==> config.mk <==
export PLATFORM = sky130hd
export DESIGN_NAME = dshot_frame_receiver
export DESIGN_NICKNAME = d
export VERILOG_FILES = /design/src/rtl/dshot_frame_receiver_pkg.sv /design/src/rtl/dshot_input_sync.sv /design/src/rtl/dshot_frame_receiver.sv
export SDC_FILE = /design/constraint.sdc
export NUM_CORES = 1
export LEC_CHECK = 0
export BUFFER_PORTS_ARGS = -buffer_cell sky130_fd_sc_hd__buf_2
export CORE_MARGIN = 2
export CORE_UTILIZATION = 59
export DETAILED_ROUTE_END_ITERATION = 10
export HOLD_SLACK_MARGIN = 0.05
export PLACE_DENSITY = 0.79
export REMOVE_ABC_BUFFERS = 1
export SYNTH_ARGS = -nofsm -noshare
export SYNTH_HDL_FRONTEND = slang
export SYNTH_SLANG_ARGS = --single-unit
export TNS_END_PERCENT = 100
==> constraint.sdc <==
create_clock -name clk -period 3.5 [get_ports clk]
set_input_delay 0.875 -clock clk [delete_from_list [all_inputs] [get_ports clk]]
set_output_delay 0.875 -clock clk [all_outputs]
set_load 0.01 [all_outputs]
==> src/rtl/dshot_frame_receiver_pkg.sv <==
// Shared DShot receiver definitions: frame size, FSM encodings and
// bit-period presets for a 48 MHz clock.
package dshot_frame_receiver_pkg;

    localparam int DSHOT_FRAME_BITS = 16;

    localparam logic [1:0] ST_RESYNC = 2'd0;
    localparam logic [1:0] ST_IDLE   = 2'd1;
    localparam logic [1:0] ST_HIGH   = 2'd2;
    localparam logic [1:0] ST_LOW    = 2'd3;

    localparam int CLKS_DSHOT150_48M = 320;
    localparam int CLKS_DSHOT300_48M = 160;
    localparam int CLKS_DSHOT600_48M = 80;

endpackage

==> src/rtl/dshot_input_sync.sv <==
// Two-flop synchronizer for the raw DShot line with rise/fall pulses
// derived from the synchronized level.
module dshot_input_sync (
    input  logic clk,
    input  logic rst_n,
    input  logic i_din,
    output logic o_level,
    output logic o_rise,
    output logic o_fall
);

    logic r_meta;
    logic r_sync;
    logic r_prev;

    always_ff @(posedge clk or negedge rst_n) begin
        if (!rst_n) begin
            r_meta <= 1'b0;
            r_sync <= 1'b0;
            r_prev <= 1'b0;
        end else begin
            r_meta <= i_din;
            r_sync <= r_meta;
            r_prev <= r_sync;
        end
    end

    assign o_level = r_sync;
    assign o_rise  = r_sync & ~r_prev;
    assign o_fall  = ~r_sync & r_prev;

endmodule

==> src/rtl/dshot_frame_receiver.sv <==
// DShot pulse-width bit classifier and 16-bit frame assembler with
// glitch, over-width and mid-frame timeout detection.
module dshot_frame_receiver
    import dshot_frame_receiver_pkg::*;
#(
    parameter int CLKS_PER_BIT = CLKS_DSHOT600_48M,
    parameter int ONE_THRESH   = 40,
    parameter int MIN_HIGH     = 10,
    parameter int MAX_HIGH     = 72,
    parameter int GAP_CLKS     = 160
) (
    input  logic        clk,
    input  logic        rst_n,
    input  logic        dshotIn,
    output logic [15:0] rawData,
    output logic        frameValid,
    output logic        frameError,
    output logic        busy
);

    localparam int WW = $clog2(GAP_CLKS + 1);
    localparam int LW = WW + 1;

    if (!(MIN_HIGH < ONE_THRESH && ONE_THRESH <= MAX_HIGH &&
          MAX_HIGH < CLKS_PER_BIT && CLKS_PER_BIT < GAP_CLKS)) begin : g_bad_params
        $error("dshot_frame_receiver: illegal timing parameters");
    end

    logic          w_level;
    logic          w_rise;
    logic          w_fall;
    logic [LW-1:0] w_len;
    logic          w_bit;
    logic          w_legal;
    logic          w_too_long;
    logic          w_gap;
    logic [15:0]   w_shifted;

    logic [1:0]    r_state;
    logic [WW-1:0] r_width;
    logic [4:0]    r_bitcnt;
    logic [14:0]   r_shreg;
    logic [15:0]   r_raw;
    logic          r_valid;
    logic          r_error;

    dshot_input_sync u_sync (
        .clk     (clk),
        .rst_n   (rst_n),
        .i_din   (dshotIn),
        .o_level (w_level),
        .o_rise  (w_rise),
        .o_fall  (w_fall)
    );

    // The edge cycle itself belongs to the new level, so the counter
    // restarts at zero and w_len adds that cycle back.
    always_ff @(posedge clk or negedge rst_n) begin
        if (!rst_n) begin
            r_width <= '0;
        end else if (w_rise || w_fall) begin
            r_width <= '0;
        end else if (r_width != WW'(GAP_CLKS)) begin
            r_width <= r_width + WW'(1);
        end
    end

    assign w_len      = {1'b0, r_width} + LW'(1);
    assign w_bit      = (w_len >= LW'(ONE_THRESH));
    assign w_legal    = (w_len >= LW'(MIN_HIGH)) && (w_len <= LW'(MAX_HIGH));
    assign w_too_long = w_level && (w_len > LW'(MAX_HIGH));
    assign w_gap      = !w_level && !w_fall && (w_len >= LW'(GAP_CLKS));
    assign w_shifted  = {r_shreg, w_bit};

    always_ff @(posedge clk or negedge rst_n) begin
        if (!rst_n) begin
            r_state  <= ST_RESYNC;
            r_bitcnt <= '0;
            r_shreg  <= '0;
            r_raw    <= '0;
            r_valid  <= 1'b0;
            r_error  <= 1'b0;
        end else begin
            r_valid <= 1'b0;
            r_error <= 1'b0;
            case (r_state)
                ST_RESYNC: begin
                    if (w_gap) r_state <= ST_IDLE;
                end
                ST_IDLE: begin
                    if (w_rise) begin
                        r_state  <= ST_HIGH;
                        r_bitcnt <= '0;
                    end
                end
                ST_HIGH: begin
                    if (w_fall) begin
                        if (!w_legal) begin
                            r_error <= 1'b1;
                            r_state <= ST_RESYNC;
                        end else begin
                            r_shreg  <= w_shifted[14:0];
                            r_bitcnt <= r_bitcnt + 5'd1;
                            if (r_bitcnt == 5'(DSHOT_FRAME_BITS - 1)) begin
                                r_raw   <= w_shifted;
                                r_valid <= 1'b1;
                                r_state <= ST_RESYNC;
                            end else begin
                                r_state <= ST_LOW;
                            end
                        end
                    end else if (w_too_long) begin
                        r_error <= 1'b1;
                        r_state <= ST_RESYNC;
                    end
                end
                ST_LOW: begin
                    if (w_rise) begin
                        r_state <= ST_HIGH;
                    end else if (w_gap) begin
                        r_error <= 1'b1;
                        r_state <= ST_RESYNC;
                    end
                end
                default: r_state <= ST_RESYNC;
            endcase
        end
    end

    assign rawData    = r_raw;
    assign frameValid = r_valid;
    assign frameError = r_error;
    assign busy       = (r_state == ST_HIGH) || (r_state == ST_LOW);

endmodule

==> flow_summary.ini, run 1 <==
[setup_path]
reg2reg_from = r_width[1]
cp.arrival_ps = 3190
ff2ff_path_depth = 8
critPathCapture = rawData[2]
r2r_slack_ps = 510
reg2reg_to = rawData[2]
cp-startpoint = r_width[1]
critPathLaunchType = register
required_ps = 3700
end_kind = register
path_max_fanout = 17
critPathKind = register to register

[cts]
cts_resized = 0
hold_buffers = 0
postCtsSetupRepairBufs = 0
clk_pin_slew_worst_paths_ps = 90
cts_htree_levels = 2
clock_path_buffers = 2
clk_latency_ps = 320
tritoncts = built
cts_buffers = 5
cts-root-buf = clkbuf_8
cts_sinks = 51

[detailed_routing]
routed_wl_um = 4340
vias = 1568
first_pass_iters = 4
drc = 0
wl_met2_um = 2120
wl_met3_um = 152
ant_nets = 0
drtIter0Drc = 100
m1WireLength_um = 2010
top_layer = met4
wl_per_cell_um = 16.0
viasPerCell = 5.79

[logic_synthesis]
yosysSeqAreaShare = 0.506
synth_top_area_cell = dfrtp_1
syn_inst = 201
yosysUniqueCellTypes = 50
synth_top_cells_by_area = dfrtp_1 (51%), mux2_2 (10%), mux2_4 (5.4%), ha_1 (3.5%), mux2i_1 (3.2%)
synth_ff_type = dfrtp_1
synth_edf_count = 0
syn_avg_cell_area_um2 = 12.5
synth_warnings = 0
async_flop_share = 1.00
mappedNetlistArea_um2 = 2520
ys_seq_elements = 51
synth_top_area_frac = 0.506

[cells_and_area]
nets = 230
diodes = 0
fin_cells = 271
fill_cells = 296
syn2layout_area_growth_pct = 8.18
drive_gt1_frac = 0.317

[sta]
timing.final.ws_setup_ps = 511
timing.final.crit_period_ps = 2990
rsz0062_at_grt = false
finClkSkew_ps = 14.8
fin_crit_sh = 0.854
slew_viol_final = 0
fin_tns_setup_ps = 0
slew_headroom = 0.274
hold_viol_final = 0
worst_pin_slew_ps = 1090
final-setup-viol-count = 0
fmax_mhz = 335

[floorplan]
chipHeight_um = 69.4
die_w_um = 69.4
start_util = 0.622
dieArea_um2 = 4810
design.core.area_um2 = 4060
io_pins = 22
floorplan.rows = 23

[global_route]
antenna_found_initial = 0
grt_pass1_wl_um = 7580
grt_pass1_vias = 1563
grt_use_total = 0.200
grt_overflow_total = 0
grt_max_degree = 52

[placed_design]
portBuffers = 21
globalplace.congestion = 0.823
hpwl_um = 3060
dp_slack_ps = 549
placed_cells = 263

[outcome]
status = completed

[hold_path]
hp-start = u_sync.r_meta
hp-class = register to register

[power_and_ir_drop]
p_total_mw = 1.09
p_per_area_nw_per_um2 = 398
irDropWorstVdd_uv = 328
leakagePower_nw = 1.39

[run]
maxCapViolCount = 0
cells in the final DEF, fill, tap and decap left out, types with 2 or more instances in the layout:
cell type,synthesis,final
nor4_1,3,3
a311oi_1,2,2
nand4_1,2,2
a21oi_1,2,2
nand3b_1,2,2
buf_2,1,21
xnor2_1,3,3
dfrtp_1,51,51
nor2b_1,4,4
o21a_1,2,2
mux2_4,9,9
o211ai_1,2,2
clkbuf_8,0,5
xor2_1,2,2
nand3_1,4,4
nor2_1,8,8
and3_1,6,6
or2_2,2,2
inv_1,7,7
ha_1,7,7
nand2b_1,3,3
mux2i_1,8,8
mux2_2,23,23
or2b_1,2,2
nand2_1,11,11
o21ai_0,5,5
synthesized netlist by cell type, types with 2 or more instances:
library cell	number
a311oi_1	2
mux2_2	23
and3_1	6
nand3b_1	2
or2b_1	2
xor2_1	2
dfrtp_1	51
or2_2	2
nor4_1	3
a21oi_1	2
buf_4	2
clkbuf_1	3
nor2_1	8
xnor2_1	3
ha_1	7
mux2_4	9
buf_6	3
nand2_1	11
nor2b_1	4
inv_1	7
nand4_1	2
mux2i_1	8
nand2b_1	3
o21ai_0	5
nand3_1	4
o21a_1	2
o211ai_1	2
critical path, stage by stage, from the launching register on:
cell      delay, ps
dfrtp_1         490
ha_1            380
and3_4          260
a311oi_1        150
or3_4           420
o32ai_4         330
and3_1          210
buf_4           270
mux2_2          380
cell families (layout without fill, tap and decap cells):
kind of cell,after synthesis,in the layout,share of synthesized area
AO/OA/AOI/OAI,22,22,0.0699
XOR/XNOR,5,5,0.0174
adder cells (fa/ha/maj),7,7,0.0347
buffers and inverters,17,37,0.0441
flip-flops,51,51,0.506
multiplexers,40,40,0.188
AND/OR/NAND/NOR,59,59,0.140
metrics by stage:
stage	utilization	instance area [um^2]	hold WS (ps)
floorplan	-	2440	331
global placement	0.644	2610	336
detailed placement	0.644	2610	339
CTS	0.673	2730	360
global route	0.673	2730	374
finish	0.673	2730	356
cell type report:
type / instances / area (um^2) / area share
flip-flops and latches: 51 / 1280 / 0.468
multi-input cells: 133 / 1130 / 0.416
repair buffers: 22 / 113 / 0.0413
clock buffers: 5 / 68.8 / 0.0252
well taps: 50 / 62.6 / 0.0229
clock inverters: 3 / 47.5 / 0.0174
inverters: 7 / 26.3 / 0.00963
worst min path at each step:
| stage | to | depth (start not counted) |
|---|---|---|
| floorplan | u_sync.o_level | 0 |
| detailed placement | u_sync.o_level | 0 |
| finish | u_sync.o_level | 0 |
| global route | u_sync.o_level | 0 |
| CTS | u_sync.o_level | 0 |
| global placement | u_sync.o_level | 0 |
report_power, final:
group | switching [mW] | leakage (nW) | internal (mW) | total, mW
sequential | 0.0142 | 0.703 | 0.596 | 0.610
combinational | 0.0374 | 0.630 | 0.0206 | 0.0580
clock | 0.201 | 0.0587 | 0.217 | 0.418
per-layer routing:
layer / vias to the layer above / global-route usage
met5: - / 0
met4: 0 / 0.0719
met3: 5 / 0.0494
met2: 32 / 0.326
met1: 779 / 0.259
li1: 752 / -
sequential cells by signal, summed over array words and instances, names as in the netlist:
register / flops
u_sync.o_level: 1
r_width: 8
frameError: 1
r_bitcnt: 5
frameValid: 1
r_shreg: 15
u_sync.r_meta: 1
u_sync.r_prev: 1
rawData: 16
r_state: 2
(Power assumes the default switching activity.)
==> inputs of run 2 (changes only) <==
CORE_UTILIZATION = 55   (was 59)
PLACE_DENSITY = 0.74   (was 0.79)
==> run 2 against run 1 <==
Compared with the run above: highest routed layer unchanged; maximum frequency down 0.28%; sequential share of layout area up 0.37 points; routed wire length down 2.0%; final cell count up 1.1%; critical endpoint is now rawData[4]; first-iteration DRC count up 46%; critical path depth unchanged; worst setup slack worse by 8.5 ps; sequential cell count unchanged; final area down 0.78%; clock power down 22%; core utilization down 5.5 points.
==> flow_summary.ini, run 2 (synthesis results as in run 1) <==
[power_and_ir_drop]
irDropWorstVdd_uv = 285
leakagePower_nw = 1.38
p_per_area_nw_per_um2 = 368

[floorplan]
design.core.area_um2 = 4380
chipHeight_um = 71.7
floorplan.rows = 24
die_w_um = 71.7
io_pins = 22
start_util = 0.575
dieArea_um2 = 5140

[cells_and_area]
syn2layout_area_growth_pct = 7.34
mostFrequentLayoutCell = dfrtp_1
drive_gt1_frac = 0.315
diodes = 0
largest_register_ffs = 16
nets = 231
final_cell_area_um2 = 2710
mostFrequentLayoutCells = dfrtp_1 (51), mux2_2 (23), buf_2 (21)

[sta]
fmax_mhz = 334
rsz0062_at_grt = false
final-setup-viol-count = 0
fin_crit_sh = 0.856
slew_viol_final = 0
timing.final.crit_period_ps = 3000
slew_headroom = 0.465
fin_tns_setup_ps = 0
finClkSkew_ps = 10.3
worst_pin_slew_ps = 803
hold_viol_final = 0

[setup_path]
cpMaxStageDelayCell = dfrtp_1
r2r_slack_ps = 500
reg2reg_from = r_width[1]
critPathLaunchType = register
crit_chain = ha_1, and3_4, a311oi_1, or3_4, o32ai_4, and3_1, buf_4, mux2_2
path_max_fanout = 17
end_kind = register
cp-startpoint = r_width[1]
cp.arrival_ps = 3180
critPathKind = register to register
max_stage_delay_ps = 470
ff2ff_path_depth = 8
reg2reg_to = rawData[4]
required_ps = 3690

[detailed_routing]
viasPerCell = 5.76
first_pass_iters = 4
vias = 1577
drtIter0Drc = 146
drc = 0
wl_per_cell_um = 15.5
routed_wl_um = 4250
ant_nets = 0

[cts]
clk_latency_ps = 300
postCtsSetupRepairBufs = 0
cts-root-buf = clkbuf_8
clk_pin_slew_worst_paths_ps = 100
cts_buffers = 5
clock_path_buffers = 2
cts_htree_levels = 2
tritoncts = built
hold_buffers = 0
cts_sinks = 51
cts_resized = 0

[hold_path]
whs_path_depth = 0
hp-class = register to register
hold_path_end = u_sync.o_level
hp-start = u_sync.r_meta

[placed_design]
globalplace.congestion = 0.894
place_area_um2 = 2620
portBuffers = 21
hpwl_um = 2950

[run]
maxCapViolCount = 0

[global_route]
grt_max_degree = 38
grt_use_total = 0.183
antenna_found_initial = 0
grt_pass1_wl_um = 7290
grt_overflow_total = 0
grt_pass1_vias = 1544

[outcome]
status = completed
[run 2: final cells by class]
class / count / area, um^2
fill: 360 / 1680
sequential: 51 / 1280
multi-input combinational: 133 / 1130
timing repair buffer: 23 / 120
clock buffer: 6 / 72.6
tap: 52 / 65.1
inverter: 7 / 26.3
clock inverter: 2 / 12.5
[run 2: layer usage]
layer  wire [um]  global-route usage  vias to the layer above  share of wire
met5           0                   0                        -              0
met3         159              0.0450                        8          0.037
met4          68              0.0587                        0          0.016
met1        2020               0.257                      777           0.47
met2        2010               0.283                       32           0.47
li1            -                   -                      760              -
[run 2: worst max-delay path by stage]
| stage | endpoint | slack, ps | depth (start not counted) |
|---|---|---|---|
| floorplan | rawData[0] | 520 | 7 |
| global placement | rawData[0] | 620 | 8 |
| detailed placement | rawData[3] | 560 | 8 |
| CTS | rawData[4] | 530 | 8 |
| global route | rawData[0] | 340 | 8 |
| finish | rawData[4] | 500 | 8 |
[run 2: critical path: cells and delay by family, from the launching register on]
| family | cells | cell delay (ps) |
|---|---|---|
| fa+ha+maj | 1 | 380 |
| buf+inv | 1 | 270 |
| flops | 1 | 470 |
| compound gates | 2 | 480 |
| mux | 1 | 380 |
| simple gates | 3 | 890 |
[run 2: stage by stage]
step,utilization,total power [mW],hold slack (ps),setup slack (ps),cells
final,0.618,0.996,366,503,274
after global routing,0.618,1.04,384,338,274
after CTS,0.618,1.01,373,531,274
after detailed placement,0.598,0.680,350,559,266
after global placement,0.598,0.679,336,617,266
after floorplan,-,0.653,331,525,191
[run 2: where the power goes]
group | switching (mW) | internal, mW
sequential | 0.0130 | 0.596
combinational | 0.0374 | 0.0216
clock | 0.188 | 0.140
total | 0.239 | 0.758
